### config.mk
export PLATFORM = sky130hd
export DESIGN_NAME = imem_loader_rv32i
export DESIGN_NICKNAME = d
export VERILOG_FILES = /design/src/rtl/imem_loader_rv32i.sv
export SDC_FILE = /design/constraint.sdc
export NUM_CORES = 1
export LEC_CHECK = 0
export ABC_CLOCK_PERIOD_IN_PS = 4800
export BUFFER_PORTS_ARGS = -buffer_cell sky130_fd_sc_hd__buf_4
export CAP_MARGIN = 20
export CORE_MARGIN = 2
export CORE_UTILIZATION = 60
export CTS_CLUSTER_DIAMETER = 120
export DETAILED_ROUTE_END_ITERATION = 6
export PLACE_DENSITY = 0.93
export SLEW_MARGIN = 20
export SYNTH_ARGS = -nofsm -noshare
export SYNTH_HDL_FRONTEND = slang
export SYNTH_SLANG_ARGS = --single-unit
### constraint.sdc
create_clock -name clock -period 4.8 [get_ports clock]
set_input_delay 0.48 -clock clock [delete_from_list [all_inputs] [get_ports clock]]
set_output_delay 0.48 -clock clock [all_outputs]
set_load 0.005 [all_outputs]
### src/rtl/imem_loader_rv32i.sv
// imem_loader_rv32i: byte-stream boot loader that fills the RV32I instruction memory and releases the CPU reset once the checksum matches
// Ports: clock/reset (async, active-high); in_valid/in_data/in_ready byte stream; reload restarts from DONE or ERROR;
// imem_we/imem_waddr/imem_wdata instruction-memory write port; cpu_reset, load_done, load_error, words_loaded status.
module imem_loader_rv32i #(
  parameter int AW = 8
) (
  input  logic          clock,
  input  logic          reset,
  input  logic          in_valid,
  input  logic [7:0]    in_data,
  output logic          in_ready,
  input  logic          reload,
  output logic          imem_we,
  output logic [AW-1:0] imem_waddr,
  output logic [31:0]   imem_wdata,
  output logic          cpu_reset,
  output logic          load_done,
  output logic          load_error,
  output logic [15:0]   words_loaded
);
  typedef enum logic [2:0] {HDR0, HDR1, DATA, CHK, DONE, ERR} state_t;
  localparam logic [16:0] CAP = 17'(1) << AW;
  state_t        state_q, state_d;
  logic [15:0]   n_q, n_d, cnt_q, cnt_d;
  logic [1:0]    idx_q, idx_d;
  logic [23:0]   sh_q, sh_d;
  logic [7:0]    sum_q, sum_d;
  logic          we_q, we_d;
  logic [AW-1:0] addr_q, addr_d;
  logic [31:0]   data_q, data_d;
  logic          acc;
  assign in_ready     = (state_q != DONE) && (state_q != ERR);
  assign acc          = in_valid & in_ready;
  assign cpu_reset    = state_q != DONE;
  assign load_done    = state_q == DONE;
  assign load_error   = state_q == ERR;
  assign imem_we      = we_q;
  assign imem_waddr   = addr_q;
  assign imem_wdata   = data_q;
  assign words_loaded = cnt_q;
  always_comb begin
    state_d = state_q;
    n_d     = n_q;
    cnt_d   = cnt_q;
    idx_d   = idx_q;
    sh_d    = sh_q;
    sum_d   = sum_q;
    we_d    = 1'b0;
    addr_d  = addr_q;
    data_d  = data_q;
    if (acc) begin
      case (state_q)
        HDR0: begin
          n_d[7:0] = in_data;
          state_d  = HDR1;
        end
        HDR1: begin
          n_d[15:8] = in_data;
          state_d   = ({1'b0, in_data, n_q[7:0]} > CAP) ? ERR :
                      ({in_data, n_q[7:0]} == 16'd0) ? CHK : DATA;
        end
        DATA: begin
          sum_d = sum_q + in_data;
          idx_d = idx_q + 2'd1;
          sh_d  = {in_data, sh_q[23:8]};
          if (idx_q == 2'd3) begin
            we_d    = 1'b1;
            addr_d  = cnt_q[AW-1:0];
            data_d  = {in_data, sh_q};
            cnt_d   = cnt_q + 16'd1;
            state_d = (cnt_q == n_q - 16'd1) ? CHK : DATA;
          end
        end
        CHK:     state_d = (in_data == sum_q) ? DONE : ERR;
        default: state_d = state_q;
      endcase
    end
    if (reload && !in_ready) begin
      state_d = HDR0;
      sum_d   = 8'd0;
      cnt_d   = 16'd0;
      idx_d   = 2'd0;
    end
  end
  always_ff @(posedge clock or posedge reset) begin
    if (reset) begin
      state_q <= HDR0;
      n_q     <= '0;
      cnt_q   <= '0;
      idx_q   <= '0;
      sh_q    <= '0;
      sum_q   <= '0;
      we_q    <= 1'b0;
      addr_q  <= '0;
      data_q  <= '0;
    end else begin
      state_q <= state_d;
      n_q     <= n_d;
      cnt_q   <= cnt_d;
      idx_q   <= idx_d;
      sh_q    <= sh_d;
      sum_q   <= sum_d;
      we_q    <= we_d;
      addr_q  <= addr_d;
      data_q  <= data_d;
    end
  end
endmodule

==> impl_metrics.toml <==
[timing]
skew_ns = 0.00683
setup_viol = 0
tightest_slew_ns = 0.857
finalHoldViolCount = 0
timing.setup.tns_ns = 0
fmax_ghz = 0.286
worst_slew_margin_rel_pct = 42.8
period_minus_slack_ns = 3.49
slew_viol_final = 0
rsz0062_at_grt = "false"
finalCritPeriodShare_pct = 72.7

[detailed_routing]
drtIter0Drc = 275
ant_nets = 0
drt_pass1_iterations = 5
drc = 0
routedWlPerCell_um = 16.7
via_per_inst = 5.88
routed_wl_um = 12100
routed-via-count = 4258

[yosys]
synth_flop_cell = "dfrtp_1"
synth_area_leaders = "dfrtp_1 52%, nand2_1 12%, mux2_2 5.7%, xor2_1 3.3%, xnor2_1 2.8%"
synth_cells = 552
post-synth-top-count-cell = "nand2_1"
synth_common_cells = "175 x nand2_1, 110 x dfrtp_1, 32 x nor2_1, 27 x mux2_2, 20 x xor2_1"
ys_seq_elements = 110
synth_top_area_cell = "dfrtp_1"
synth_area_per_cell_um2 = 9.64
syn-num-nets = 576
async_reset_ff_share_pct = 100
synth_top_area_share_pct = 51.7
yosys_warnings = 0
synthesis.area_mm2 = 0.00532
synth_cell_types = 58
ys_seq_area_share_pct = 51.7
synth_edf_count = 0

[clocking]
clk_pin_slew_worst_paths_ns = 0.10
tritoncts = "done"
clockBufferDepth = 2
clock-root-buffer = "clkbuf_8"
numCtsBuffers = 9
cts.sinks = 110
clock_latency_ns = 0.38
cts_hold_buffers = 0
post_cts_buffers = 0
post_cts_resized = 0
ctsHtreeMaxLevel = 3

[min_path]
hold_class = "in2async"

[critical_path]
reg2reg_from = "state_q[0]"
slowest_stage = "inv_1"
path_class = "reg2reg"
crit_fanout = 31
path_cells = "and4bb_2 -> nand2_1 -> inv_1 -> nand4_1 -> xor2_1 -> nor2_1"
crit_path_end_kind = "flop"
r2r.worst_path.cells = 6
startpoint_type = "flop"
max_stage_delay_ns = 0.88
r2r_slack_ns = 1.31
cp_data_required_time_ns = 5.06
cp_data_arrival_time_ns = 3.75
r2r-end = "words_loaded[4]"

[floorplan]
std_cell_rows = 34
die_height_um = 98.2
die_area_mm2 = 0.00964
core_mm2 = 0.00868
die_w_um = 98.2
io_pins = 73
start_util_pct = 61.3

[power]
vdd_drop_max_uv = 292
p_per_area_mw_per_mm2 = 365
p_total_uw = 2210
power_leakage_uw = 0.00312

[place]
detailed_place_hpwl_um = 8410
portBuffers = 72
gp_congestion = 0.921
place_inst = 708

[global_route]
grt_util_all_layers_pct = 25.7
antenna_found_initial = 0
grt_pass1_wl_um = 19900
overflow = 0
grt_start_max_net_pins = 72
grt_pass1_vias = 4072

[status]
status = "completed"

[cells_and_area]
diodes = 0
n_fill_cell = 615
area_delta_synth_final_pct = 14.0
stdcell_count = 724
layout-drive-gt1-share_pct = 20.6
nets = 635

[run]
cap_violations = 0
==> final cells by class <==
type	count	area, µm²	area share, %
inverter	12	47.5	0.784
clock inverter	6	46.3	0.763
clock buffer	10	128	2.10
sequential	110	2750	45.4
tap	108	135	2.23
multi-input combinational	403	2390	39.4
timing repair buffer	75	563	9.28
==> layer usage <==
metal	up-vias	track usage (%)	wire (µm)	part of all wire, %
met5	-	0	0	0
li1	1956	-	-	-
met4	0	9.48	236	2.0
met2	193	41.2	5980	49
met1	2080	36.0	5010	41
met3	29	3.87	874	7.2
==> cells by family after synthesis <==
kind of cell / Yosys count / share of synthesized area, %
AND/OR/NAND/NOR: 266 / 22.2
flip-flops: 110 / 51.7
AO/OA/AOI/OAI: 57 / 7.15
buffers and inverters: 39 / 3.32
XOR/XNOR: 38 / 6.40
multiplexers: 30 / 6.28
adder cells (fa/ha/maj): 12 / 2.96
==> flip-flops by register name, indices dropped and copies added (netlist names) <==
signal	cells
imem_wdata	32
sh_q	24
n_q	16
words_loaded	16
imem_waddr	8
sum_q	8
state_q	3
idx_q	2
imem_we	1
==> metrics by stage <==
| step | area [µm²] | setup WS (ns) | util (%) | hold WS [ns] |
|---|---|---|---|---|
| 6_report | 6060 | 1.31 | 69.9 | 0.266 |
| 5_1_grt | 6060 | 1.10 | 69.9 | 0.338 |
| 4_1_cts | 6060 | 1.40 | 69.9 | 0.301 |
| 3_5_place_dp | 5890 | 1.44 | 67.9 | 0.456 |
| 3_3_place_gp | 5890 | 1.60 | 67.9 | 0.454 |
| 2_1_floorplan | 5320 | 1.42 | - | 0.439 |
==> how the worst max path moves through the flow <==
stage	from	cells after the start	slack (ns)	end
global placement	in_valid	7	1.60	words_loaded[4]
global route	state_q[0]	6	1.10	words_loaded[4]
CTS	state_q[0]	6	1.40	words_loaded[4]
detailed placement	state_q[0]	6	1.44	words_loaded[4]
floorplan	reset	1	1.42	idx_q[0]
finish	state_q[0]	6	1.31	words_loaded[4]
==> worst max-delay path, delay by kind of cell, from the launching register on <==
family / cells / cell delay [ns]
flops: 1 / 0.53
xor+xnor: 1 / 0.22
simple gates: 4 / 1.73
buf+inv: 1 / 0.88
==> power by group <==
group / leakage [µW] / switching (µW) / internal [µW]
Combinational: 0.00153 / 288 / 251
Sequential: 0.00150 / 153 / 1010
Clock: 0.0000886 / 322 / 194
==> layout by cell type, fill, tap and decap left out, types with 10 or more instances in the layout <==
cell,count
inv_1,11
nor2_1,32
mux2_2,27
nand2_1,175
xnor2_1,17
xor2_1,20
buf_4,75
ha_1,11
nand3_1,10
dfrtp_1,110
a21oi_1,14
o21ai_0,18
(Power assumes the default switching activity.)
